## src/rtl/ascii_pkg.sv

```systemverilog
// ASCII character constants and classification helpers shared by case-conversion paths.
// Latency: n/a (constants and a combinational function only).
// Backpressure: n/a.
package ascii_pkg;

  localparam logic [7:0] ASCII_UPPER_A = 8'h41;
  localparam logic [7:0] ASCII_UPPER_Z = 8'h5A;
  localparam logic [7:0] ASCII_NUL     = 8'h00;
  localparam int         CASE_BIT      = 5;

  // True for 'A'..'Z' only; bytes with bit 7 set fall outside the range naturally.
  function automatic logic is_upper(input logic [7:0] b);
    return (b >= ASCII_UPPER_A) && (b <= ASCII_UPPER_Z);
  endfunction

endpackage

```

## src/rtl/sync_fifo.sv

```systemverilog
// Single-clock FIFO with registered storage; full/empty derived from wrap-bit pointers.
// Latency: a write is visible at rdata the cycle after the push edge.
// Backpressure: push ignored while full, pop ignored while empty; no full-with-pop pass-through.
//
// Ports: clk, rst_n (sync, active-low), push/wdata write side, pop read side,
//        full/empty status, rdata = head entry (forced to 0 while empty).
module sync_fifo #(
  parameter int WIDTH = 8,
  parameter int DEPTH = 4
) (
  input  logic             clk,
  input  logic             rst_n,
  input  logic             push,
  input  logic [WIDTH-1:0] wdata,
  input  logic             pop,
  output logic             full,
  output logic             empty,
  output logic [WIDTH-1:0] rdata
);

  localparam int AW = $clog2(DEPTH);

  // One extra pointer bit separates "wrapped, same slot" (full) from "same slot" (empty).
  logic [AW:0]      wr_ptr_q, wr_ptr_d;
  logic [AW:0]      rd_ptr_q, rd_ptr_d;
  logic [WIDTH-1:0] mem_q [DEPTH];
  logic [WIDTH-1:0] mem_d [DEPTH];
  logic             do_push;
  logic             do_pop;

  assign full    = (wr_ptr_q[AW] != rd_ptr_q[AW]) && (wr_ptr_q[AW-1:0] == rd_ptr_q[AW-1:0]);
  assign empty   = (wr_ptr_q == rd_ptr_q);
  assign do_push = push && !full;
  assign do_pop  = pop && !empty;
  assign rdata   = empty ? '0 : mem_q[rd_ptr_q[AW-1:0]];

  always_comb begin
    mem_d    = mem_q;
    wr_ptr_d = wr_ptr_q;
    rd_ptr_d = rd_ptr_q;
    if (do_push) begin
      mem_d[wr_ptr_q[AW-1:0]] = wdata;
      wr_ptr_d                = wr_ptr_q + 1'b1;
    end
    if (do_pop) begin
      rd_ptr_d = rd_ptr_q + 1'b1;
    end
  end

  always_ff @(posedge clk) begin
    if (!rst_n) begin
      wr_ptr_q <= '0;
      rd_ptr_q <= '0;
    end else begin
      wr_ptr_q <= wr_ptr_d;
      rd_ptr_q <= rd_ptr_d;
    end
  end

  // Storage needs no reset: rdata is masked while empty.
  always_ff @(posedge clk) begin
    mem_q <= mem_d;
  end

endmodule

```

## src/rtl/to_lower_stream.sv

```systemverilog
// Streaming ASCII lowercase converter with output FIFO, saturating conversion counter and per-string stats.
// Latency: byte accepted at edge N appears on out_data at N+1 when the FIFO was empty; counters update at N+1.
// Backpressure: in_ready = FIFO not full (and out of reset); out_ready has no combinational path to in_ready.
//
// Ports: clk, rst_n (sync, active-low); in_data/in_valid/in_ready byte input; out_data/out_valid/out_ready
//        converted byte output; clr_cnt clears conv_cnt; conv_cnt running total; str_done/str_conv per-NUL stats.
module to_lower_stream
  import ascii_pkg::*;
#(
  parameter int DEPTH = 4,
  parameter int CNT_W = 16
) (
  input  logic             clk,
  input  logic             rst_n,
  input  logic [7:0]       in_data,
  input  logic             in_valid,
  output logic             in_ready,
  output logic [7:0]       out_data,
  output logic             out_valid,
  input  logic             out_ready,
  input  logic             clr_cnt,
  output logic [CNT_W-1:0] conv_cnt,
  output logic             str_done,
  output logic [CNT_W-1:0] str_conv
);

  localparam logic [CNT_W-1:0] CNT_MAX = {CNT_W{1'b1}};

  logic             fifo_full;
  logic             fifo_empty;
  logic             accept;
  logic             conv_hit;
  logic             nul_hit;
  logic [7:0]       wr_byte;

  logic [CNT_W-1:0] conv_cnt_q, conv_cnt_d;
  logic [CNT_W-1:0] str_acc_q,  str_acc_d;
  logic [CNT_W-1:0] str_conv_q, str_conv_d;
  logic             str_done_q, str_done_d;

  assign in_ready  = !fifo_full && rst_n;
  assign out_valid = !fifo_empty;
  assign accept    = in_valid && in_ready;
  assign conv_hit  = accept && is_upper(in_data);
  assign nul_hit   = accept && (in_data == ASCII_NUL);

  always_comb begin
    wr_byte = in_data;
    if (is_upper(in_data)) begin
      wr_byte[CASE_BIT] = 1'b1;
    end
  end

  sync_fifo #(
    .WIDTH (8),
    .DEPTH (DEPTH)
  ) u_fifo (
    .clk   (clk),
    .rst_n (rst_n),
    .push  (accept),
    .wdata (wr_byte),
    .pop   (out_ready),
    .full  (fifo_full),
    .empty (fifo_empty),
    .rdata (out_data)
  );

  always_comb begin
    conv_cnt_d = conv_cnt_q;
    str_acc_d  = str_acc_q;
    str_conv_d = str_conv_q;
    str_done_d = nul_hit;

    // Clear wins over a same-cycle conversion.
    if (clr_cnt) begin
      conv_cnt_d = '0;
    end else if (conv_hit && (conv_cnt_q != CNT_MAX)) begin
      conv_cnt_d = conv_cnt_q + 1'b1;
    end

    // NUL is never uppercase, so closing a string and counting are mutually exclusive.
    if (nul_hit) begin
      str_conv_d = str_acc_q;
      str_acc_d  = '0;
    end else if (conv_hit && (str_acc_q != CNT_MAX)) begin
      str_acc_d = str_acc_q + 1'b1;
    end
  end

  always_ff @(posedge clk) begin
    if (!rst_n) begin
      conv_cnt_q <= '0;
      str_acc_q  <= '0;
      str_conv_q <= '0;
      str_done_q <= 1'b0;
    end else begin
      conv_cnt_q <= conv_cnt_d;
      str_acc_q  <= str_acc_d;
      str_conv_q <= str_conv_d;
      str_done_q <= str_done_d;
    end
  end

  assign conv_cnt = conv_cnt_q;
  assign str_conv = str_conv_q;
  assign str_done = str_done_q;

endmodule
```

## config.mk

```make
export PLATFORM = sky130hd
export DESIGN_NAME = to_lower_stream
export DESIGN_NICKNAME = d
export VERILOG_FILES = /design/src/rtl/ascii_pkg.sv /design/src/rtl/sync_fifo.sv /design/src/rtl/to_lower_stream.sv
export SDC_FILE = /design/constraint.sdc
export NUM_CORES = 1
export LEC_CHECK = 0
export BUFFER_PORTS_ARGS = -buffer_cell sky130_fd_sc_hd__buf_2
export CAP_MARGIN = 15
export CELL_PAD_IN_SITES_DETAIL_PLACEMENT = 1
export CELL_PAD_IN_SITES_GLOBAL_PLACEMENT = 2
export CORE_UTILIZATION = 30
export CTS_BUF_LIST = sky130_fd_sc_hd__clkbuf_16
export DETAILED_ROUTE_END_ITERATION = 10
export MAX_ROUTING_LAYER = met4
export PLACE_DENSITY_LB_ADDON = 0.1
export SLEW_MARGIN = 25
export SYNTH_ARGS = -nofsm -noshare
export SYNTH_HDL_FRONTEND = slang
export SYNTH_HIERARCHICAL = 1
export SYNTH_SLANG_ARGS = --single-unit
```

## constraint.sdc

```tcl
create_clock -name clk -period 3 [get_ports clk]
set_clock_uncertainty 0.15 [all_clocks]
set_input_delay 0.45 -clock clk [delete_from_list [all_inputs] [get_ports clk]]
set_output_delay 0.45 -clock clk [all_outputs]
set_load 0.005 [all_outputs]
```

# After elaboration in Yosys (flattened, before gate mapping)
# Cells that the tools add are included.
[op_classes]
addsub = 4
magnitude_cmp = 5
eq_ne = 5
n_mux = 8
n_bitwise = 3
reduce_logical = 16
[op_table]
columns = ["cell", "count"]
rows = [
  ["16-bit by 1-bit adder with 16-bit output (second input constant)", 2],
  ["32-bit bitwise mux", 1],
  ["8-bit two-way mux", 4],
  ["16-bit inequality test (second input constant)", 2],
  ["8-bit binary-select mux with 2-bit select", 1],
  ["8-bit demux with 2-bit select", 1],
  ["1-bit logical AND", 11],
  ["8-bit by 7-bit greater-or-equal comparator with 1-bit output (second input constant)", 1],
  ["8-bit by 7-bit less-or-equal comparator with 1-bit output (second input constant)", 1],
  ["8-bit zero test", 1],
  ["3-bit by 1-bit adder with 3-bit output (second input constant)", 2],
  ["3-bit greater-or-equal comparator (second input constant)", 2],
  ["2-bit inverter with 3-bit output", 2],
  ["2-bit OR reduction", 2],
  ["3-bit equality test", 1],
  ["3-bit by 1-bit < comparator with 1-bit output (second input constant)", 1],
  ["2-bit equality test", 1],
  ["1-bit zero test", 2],
  ["1-bit two-way mux", 1],
  ["1-bit inequality test", 1],
  ["1-bit inverter", 1],
]
[totals]
ff_bits = 87
inputBits = 13
out_inout_bits = 43
elab_cells = 51

# Logic depth before layout (Yosys ltp)
# Gate-level depths: netlist (run 1).
[logic_depth]
ltp_word = 7
mapped_depth = 10
mapped_depth_nobuf = 7

# Modules after synthesis
# Netlist (run 1), hierarchy kept.
[modules_own_cells]
columns = ["module", "instances", "cells_per_inst", "area_each_um2", "seq_area_each_um2"]
rows = [
  ["to_lower_stream", 1, 284, 2313.5, 980.9],
  ["sync_fifo", 1, 119, 1747.9, 1081.0],
]

# Least setup slack after synthesis (run 1)
# Ideal clock, no wire load.
[synth_path]
path_type = "register to register"
from = "reg u_fifo.wr_ptr_q[0]"
to = "reg str_acc_q[5]"
setup_time_ps = 70
arrival_time_ps = 2386
t_required_ps = 2780
slack_ps = 393
stages_incl_launch_ff = 10
n_path_buf = 2
synth_period_minus_slack_ps = 2607
path_cell_list = "dfxtp_1 > xor2_1 > buf_6 > nor3_1 > nand3b_4 > nor2_1 > nand2_4 > buf_6 > or4_1 > a21oi_1"
[synth_via]
elab_chain_len = 7
elab_cells_between_ends = 9
classes_between = "1 x eq/ne; 8 x reduce/logical"
[synth_lines]
columns = ["element", "line", "rtl"]
rows = [
  ["from (decl)", "sync_fifo.sv:24", "logic [AW:0] wr_ptr_q, wr_ptr_d;"],
  ["from (signal assigned)", "sync_fifo.sv:55", "wr_ptr_q <= wr_ptr_d;"],
  ["2-bit equality test *", "sync_fifo.sv:31", "assign full = (wr_ptr_q[AW] != rd_ptr_q[AW]) && (wr_ptr_q[AW-1:0] == rd_ptr_q[AW-1:0]);"],
  ["1-bit logical AND *", "sync_fifo.sv:31", ""],
  ["net fifo_full", "to_lower_stream.sv:29", "logic fifo_full;"],
  ["1-bit zero test *", "to_lower_stream.sv:41", "assign in_ready = !fifo_full && rst_n;"],
  ["1-bit logical AND *", "to_lower_stream.sv:41", ""],
  ["1-bit logical AND *", "to_lower_stream.sv:43", "assign accept = in_valid && in_ready;"],
  ["1-bit logical AND (on tied branches)", "to_lower_stream.sv:45, to_lower_stream.sv:44", ""],
  ["2-bit OR reduction (no line) / 1-bit logical AND (equally long branches)", "n/a", ""],
  ["to (signal assigned)", "to_lower_stream.sv:98", "str_acc_q <= str_acc_d;"],
  ["to (decl)", "to_lower_stream.sv:37", "logic [CNT_W-1:0] str_acc_q, str_acc_d;"],
]
# Mark *: on every way through the listed nets, which the timed path passes. The rest lies on a longest branch.
# A chain may end at the register's enable or synchronous reset.

# Final worst setup path (run 1)
[layout_path]
from = "reg u_fifo.wr_ptr_q[0]"
to = "out out_data[5]"
[layout_via]
elab_chain_len = 2
[layout_lines]
columns = ["element", "line", "rtl"]
rows = [
  ["3-bit equality test", "sync_fifo.sv:32", "assign empty = (wr_ptr_q == rd_ptr_q);"],
  ["net fifo_empty", "to_lower_stream.sv:30", "logic fifo_empty;"],
  ["8-bit two-way mux", "sync_fifo.sv:35", "assign rdata = empty ? '0 : mem_q[rd_ptr_q[AW-1:0]];"],
  ["to (decl)", "to_lower_stream.sv:18", "output logic [7:0] out_data,"],
]
# The timed path passes the listed nets, and every way through them passes these cells.

==> results.rst, run 1 <==
.. list-table::
   :header-rows: 1

   * - Metric
     - Value
   * - Count of cells resized by post-cts repair
     - 0
   * - Proportion of synthesized area in mux cells
     - about 5.0%
   * - Synth area leaders
     - dfxtp_1 27%, edfxtp_1 24%, nand2_1 4.9%
   * - Commonest non-fill, non-tap cells in the layout
     - 55 x dfxtp_1, 55 x buf_2, 53 x nand2_1
   * - Synth unique cells
     - 50
   * - Number of detailed-route iterations in the first pass
     - 6
   * - Buffers on Ports
     - 55
   * - Type of the worst setup path
     - flip-flop to output port
   * - Leak
     - roughly 0.0018 uW
   * - Total gr overflow
     - 0
   * - Combinational family with the most area after synthesis
     - simple AND/OR/NAND/NOR gates
   * - HPWL Detailed
     - around 7300 um
   * - Simple-gate area share of the yosys netlist
     - between 20% and 30%
   * - Total Die Area
     - between 0.01 and 0.015 mm^2
   * - # setup viols final
     - 0
   * - Clock tree from TritonCTS
     - built
   * - Slew at the pin closest to its max-slew limit
     - around 0.70 ns
   * - Part of the Yosys area used for sequential elements
     - between 50 and 60%
   * - Depth of the worst register-to-register path
     - 8
   * - Classification of the worst-slack hold path
     - input pin to flip-flop
   * - Sum of routed wire length over all layers
     - around 10000 um
   * - Global-route wire length before repair
     - between 15000 and 20000 um
   * - Net Switching
     - 712 uW
   * - CP Capture Type
     - output port
   * - Relative max-transition margin
     - a little over half
   * - Number of I/O pins
     - 56
   * - Worst hold slack
     - between 0.2 and 0.25 ns
   * - Initial DRC Count
     - 166
   * - Die width
     - ~120 um
   * - Netlist Area Pre-Place
     - between 0.004 and 0.005 mm^2
   * - Power Density
     - around 570 mW/mm^2
   * - Warnings, synthesis
     - 6
   * - Final ANT Viol Nets
     - 0
   * - Flops & latches, synth
     - 87
   * - Cells after Synth
     - slightly above 400
   * - Final core utilization
     - 36.9%
   * - Arr. time, crit path
     - between 1.5 and 2 ns
   * - Post-synthesis cell type with the largest combined area
     - dfxtp_1
   * - P_int
     - about 2100 uW
   * - Library cell used as clock root buffer
     - clkbuf_16
   * - Number of max-capacitance violations reported
     - 0
   * - Share of synthesized cell area in full adder, half adder and majority cells
     - under 10%
   * - EDFF count, synth
     - 32
   * - Number of nets in the finished design
     - roughly 490
   * - Average wire per cell in the routed design
     - about 16 um
   * - Worst VDD drop
     - about 200 uV
   * - All-layer global routing usage
     - approximately 16%
   * - TNS Setup
     - 0 ns
   * - Largest net degree at the start of global routing
     - 34
   * - Core area
     - 0.0132 mm^2
   * - Sequential cell fraction of total power
     - 45.0%
   * - Synthesized area per cell
     - 10.1 um^2
   * - Setup Buffers After CTS
     - 0
   * - Min Clock Period, post-route
     - 2.45 ns
   * - Number of rows in the core area
     - between 40 and 50
   * - TritonCTS buffer count
     - 9
   * - Initial Util
     - about 31%
   * - Synth Flop Type
     - dfxtp_1
   * - Source-to-sink clock delay at the later pin of the worst-skew pair
     - 0.34 ns
   * - Total count of hold-check failures in the final report
     - 0
   * - Number of max-slew violations in the final report
     - 0
   * - Antenna fix cells
     - 0
   * - Switching fraction of total power
     - between 20 and 30%
   * - Run status
     - finished clean
   * - Portion of the clock cycle consumed by the worst path in the final layout
     - between 80% and 90%
   * - Syn Nets
     - roughly 420
   * - Buffers from clock root to sink, at most
     - 2
   * - Signed area change from the synthesized netlist to the final layout
     - 20.2%
   * - Hold bufs inserted after CTS
     - 0
   * - Highest clock rate
     - ~410 MHz
   * - Clock-pin slew on the worst setup and hold paths
     - roughly 0.070 ns
   * - Top-area cell type share of the netlist area
     - between 20% and 30%
   * - Floorplan die height
     - 118 um
   * - Synth async-reset ratio
     - 0%
   * - Setup repair after global routing missed its margin
     - false
   * - Element type at the critical path start
     - flip-flop
   * - Part of the total power dissipated in the clock network
     - between 40% and 50%
   * - Gate power share
     - about 14%
   * - Hold path cells
     - 1
   * - Proportion of layout cells with a drive suffix above 1
     - 21.3%
   * - Biggest fanout along the worst timing path
     - 12
   * - Vias in the first global route
     - between 3k and 4k
   * - Routability Congestion
     - between 0.7 and 0.8
   * - Complex-gate fraction of the synthesized area
     - a little over an eighth
   * - Clock sink total
     - 87
   * - Required time of the worst setup path
     - about 2.4 ns
   * - DRC errors left
     - 0
   * - Detailed-route vias per instance
     - around 5.1
   * - Via Count
     - ~3.3k
   * - Total number of H-tree levels
     - 3
   * - Initial antenna violation count
     - 0
   * - Share of the synthesized netlist area taken by xor and xnor gates
     - 1.94%
## critical path, stage by stage (launching register included)
cell and delay (ns):
dfxtp_1 0.52, xor2_1 0.22, buf_4 0.22, nor3_2 0.06, buf_4 0.18, nor2b_1 0.16, buf_2 0.14
## logic make-up after synthesis
kind of cell               count (synthesis)
muxes                                     10
DFF                                       87
xor gates and xnor gates                   9
adders and majority gates                  7
AOI/OAI and AO/OA                         87
and+or+nand+nor                          168
buffers and inverters                     35
## stage by stage
| stage | area, um^2 | cells | total power [uW] | setup WS (ns) |
|---|---|---|---|---|
| after CTS | 4880 | 646 | 2850 | 0.516 |
| after floorplan | 4060 | 403 | 1540 | 0.393 |
| after detailed placement | 4580 | 630 | 1690 | 0.439 |
| after global routing | 4880 | 646 | 2940 | 0.387 |
| after global placement | 4580 | 630 | 1680 | 0.495 |
| final | 4880 | 646 | 2800 | 0.553 |
## sequential cells by signal (all words and copies together) (netlist names)
register,count
u_fifo/wr_ptr_q,3
str_conv,16
conv_cnt,16
str_acc_q,16
str_done,1
u_fifo/rd_ptr_q,3
u_fifo/mem_q,32
## final timing paths
path	from	end	slack, ns
max	u_fifo/wr_ptr_q[0]	out_data[5]	0.55
min	in_data[0]	u_fifo/mem_q[0]	0.22
max reg2reg	u_fifo/wr_ptr_q[1]	conv_cnt[15]	0.56
min reg2reg	str_conv[10]	str_conv[10]	0.31
## synthesized netlist by cell type, types with 10 or more instances
| cell | count |
|---|---|
| or4_1 | 18 |
| edfxtp_1 | 32 |
| a21oi_1 | 25 |
| nand4_1 | 13 |
| clkbuf_1 | 10 |
| nand3_1 | 19 |
| inv_1 | 18 |
| o21ai_0 | 32 |
| o31ai_1 | 13 |
| dfxtp_1 | 55 |
| nand2_1 | 53 |
| nor2_1 | 10 |
## final cells by class
class	instances	area (um^2)
clock buffers	9	225
clock inverters	7	78.8
fillers	1523	8360
inverters	18	67.6
multi-input cells	281	1850
flip-flops and latches	87	2060
well taps	176	220
repair buffers	68	373
## power groups by stage
| stage | registers, uW | clock network [uW] | logic, uW |
|---|---|---|---|
| CTS | 1260 | 1180 | 408 |
| detailed placement | 1280 | 0 | 408 |
| global route | 1260 | 1230 | 448 |
| finish | 1260 | 1140 | 397 |
| floorplan | 1290 | 0 | 255 |
| global placement | 1280 | 0 | 400 |
## per-layer routing
| layer | up-vias | GRT usage [%] | share of wire (%) |
|---|---|---|---|
| met3 | 9 | 3.43 | 2.9 |
| met5 | - | - | 0 |
| met1 | 1637 | 20.3 | 46 |
| met2 | 42 | 26.7 | 50 |
| met4 | 0 | 5.53 | 1.3 |
| li1 | 1624 | - | - |
(Power assumes the default switching activity.)
==> inputs of run 2 (changes only) <==
- clock period: 3 -> 2 ns (I/O delays scaled with it)
==> results.rst, run 2 (synthesized netlist as in run 1, its figures left out) <==
.. list-table::
   :header-rows: 1

   * - Metric
     - Value
   * - Initial antenna violation count
     - 0 (unchanged)
   * - Portion of the clock cycle consumed by the worst path in the final layout
     - 105%
   * - Launch instance of the worst register-to-register path
     - u_fifo/rd_ptr_q[0]
   * - Arr. time, crit path
     - 1.66 ns (-0.19 ns)
   * - Kind of cell adding the most delay to the critical path
     - multiplexers
   * - Biggest fanout along the worst timing path
     - 9 (-3)
   * - Number of detailed-route iterations in the first pass
     - 4 (-2)
   * - Highest cell delay on the worst timing path
     - 0.51 ns (about the same)
   * - Highest clock rate
     - 474 MHz
   * - Source-to-sink clock delay at the later pin of the worst-skew pair
     - 0.34 ns (about the same)
   * - Hold path cells
     - 1 (unchanged)
   * - Global-route wire length before repair
     - 17800 um (+1.5%)
   * - Ordered list of cells on the worst path
     - buf_12 > mux4_2 > nor2b_1 > buf_2
   * - Initial DRC Count
     - 168 (+1.2%)
   * - Proportion of layout cells with a drive suffix above 1
     - 37.8% (+17 points)
   * - Element type at the critical path start
     - flip-flop
   * - Slack of the critical path
     - -0.109 ns (-0.662 ns)
   * - Number of max-slew violations in the final report
     - 0 (unchanged)
   * - Run status
     - finished with violations
   * - Classification of the worst-slack hold path
     - input pin to flip-flop
   * - Initial Util
     - 30.7% (unchanged)
   * - Antenna fix cells
     - 0 (unchanged)
   * - Clock sink total
     - 87 (unchanged)
   * - Register containing the most flip-flops in the final layout
     - u_fifo/mem_q
   * - Number of nets in the finished design
     - 544 (+12%)
   * - Violated checks
     - setup timing
   * - Buffers on Ports
     - 55 (unchanged)
   * - Largest net degree at the start of global routing
     - 34 (unchanged)
   * - Total gr overflow
     - 0 (unchanged)
   * - TritonCTS buffer count
     - 9 (unchanged)
   * - Clock tree from TritonCTS
     - built
   * - Slew at the pin closest to its max-slew limit
     - 0.452 ns (-0.243 ns)
   * - Total count of hold-check failures in the final report
     - 0 (unchanged)
   * - Commonest non-fill, non-tap cells in the layout
     - 56 x buf_2, 53 x buf_4, 52 x nand2_1
   * - Net Switching
     - 1150 uW (+61%)
   * - Number of max-capacitance violations reported
     - 0 (unchanged)
   * - # setup viols final
     - 33 (+33)
   * - Buffers from clock root to sink, at most
     - 2 (unchanged)
   * - Final core utilization
     - 43.4% (+6.6 points)
   * - Core area
     - 0.0132 mm^2 (unchanged)
   * - Library cell used as clock root buffer
     - clkbuf_16
   * - FILL cells
     - 1522 (-0.066%)
   * - Number of flip-flops in the largest register
     - 32 (unchanged)
   * - Timing startpoint of the critical path
     - u_fifo/rd_ptr_q[0]
   * - Logic depth of the worst path, buffers included
     - 4 (-2)
   * - Setup repair after global routing missed its margin
     - true
   * - Via Count
     - 3541 (+6.9%)
   * - DRC errors left
     - 0 (unchanged)
   * - Hold bufs inserted after CTS
     - 0 (unchanged)
   * - P_int
     - 3390 uW (+63%)
   * - Depth of the worst register-to-register path
     - 9 (+1)
   * - Floorplan die height
     - 118 um (unchanged)
   * - Worst hold slack
     - 0.0672 ns (-0.150 ns)
   * - Number of I/O pins
     - 56 (unchanged)
   * - Worst VDD drop
     - 440 uV (+110%)
   * - Routability Congestion
     - 0.756 (-2.3%)
   * - Total Die Area
     - 0.0140 mm^2 (unchanged)
   * - Gate power share
     - 17.2% (+3.0 points)
   * - Most common library cell in the layout ignoring fill and taps
     - buf_2
   * - Min Clock Period, post-route
     - 2.11 ns
   * - Signed area change from the synthesized netlist to the final layout
     - 41.6%
   * - CP Capture Type
     - output port
   * - All-layer global routing usage
     - 16.9% (+0.44 points)
   * - Sum of routed wire length over all layers
     - 11800 um (+13%)
   * - Type of the worst setup path
     - flip-flop to output port
   * - Vias in the first global route
     - 3514 (+4.0%)
   * - Clock-pin slew on the worst setup and hold paths
     - 0.06 ns (about the same)
   * - Power Density
     - 790 mW/mm^2 (+38%)
   * - Part of the total power dissipated in the clock network
     - 40.8% (about the same)
   * - Relative max-transition margin
     - 69.6% (+16 points)
   * - HPWL Detailed
     - 7840 um (+6.9%)
   * - Required time of the worst setup path
     - 1.55 ns (-0.85 ns)
   * - Number of rows in the core area
     - 42 (unchanged)
   * - Die width
     - 118 um (unchanged)
   * - Total number of H-tree levels
     - 3 (unchanged)
   * - Final ANT Viol Nets
     - 0 (unchanged)
   * - Worst Hold Launch
     - in_data[1]
   * - Leak
     - 0.00214 uW (+22%)
   * - Average wire per cell in the routed design
     - 16.7 um (+3.8%)
   * - Detailed-route vias per instance
     - 5.02 (-2.0%)
   * - Crit path buffers/inverters
     - 2 (-1)
   * - Worst slack at placement
     - -0.338 ns (-0.776 ns)
   * - Sequential cell fraction of total power
     - 41.9% (-3.1 points)
   * - Cell with the largest stage delay on the worst path
     - mux4_2
   * - Switching fraction of total power
     - 25.3% (-0.15 points)
-- run 2: cell types whose count changed in the layout (fill, tap and decap cells not counted), sizes merged --
| cell | before | now |
|---|---|---|
| buf | 68 | 123 |
| clkbuf | 9 | 12 |
| bufinv | 1 | 2 |
| clkinv | 0 | 1 |
| clkinvlp | 1 | 0 |
| inv | 23 | 22 |
| nand2 | 54 | 55 |
-- run 2: repair_timing --
action                     in CTS  in global routing
gates resized for setup        22                 40
pin swaps                       8                 29
buffers inserted                7                  6
setup endpoints to repair      61                 91
cloned                          0                  6
-- run 2: worst register-to-register path, stage by stage, from the launching register on --
cell      delay [ns]
dfxtp_4         0.39
xor2_4          0.18
nor3_4          0.07
nand3b_4        0.20
nor2_4          0.14
buf_6           0.14
buf_6           0.10
nand4_1         0.15
or3_4           0.38
a21oi_2         0.15
-- run 2: power groups by stage --
stage | Combinational (uW) | Sequential (uW) | Clock (uW)
after floorplan | 406 | 1950 | 0
after detailed placement | 644 | 1940 | 0
after CTS | 777 | 1900 | 1930
after global placement | 635 | 1940 | 0
final | 782 | 1900 | 1850
after global routing | 862 | 1910 | 1970
-- run 2: worst paths after layout --
path         slack [ns]              end
min reg2reg        0.31      str_conv[3]
max reg2reg       -0.10      conv_cnt[8]
min                0.07  u_fifo/mem_q[1]
max               -0.11      out_data[5]
-- run 2: layout make-up --
class	instances	area, um^2	area share, %
inverter	18	67.6	1.18
sequential	87	2070	36.0
clock buffer	9	225	3.92
timing repair buffer	126	958	16.7
clock inverter	7	98.8	1.72
multi-input combinational	282	2110	36.6
tap	176	220	3.83
-- run 2: routing by layer --
metal	global-route usage [%]	routed length (um)	vias to the layer above
met5	-	0	-
met4	5.77	147	0
met3	3.76	278	12
met2	28.3	5860	44
met1	19.9	5500	1738
li1	-	-	1747
-- run 2: per-stage QoR --
step | setup TNS, ns | cell area [um^2] | power, uW | std cells
floorplan | -2.69 | 4150 | 2350 | 403
global placement | -6.90 | 4960 | 2570 | 670
detailed placement | -9.53 | 4960 | 2580 | 670
CTS | -3.34 | 5420 | 4610 | 693
global route | -7.50 | 5750 | 4740 | 705
finish | -1.54 | 5750 | 4540 | 705
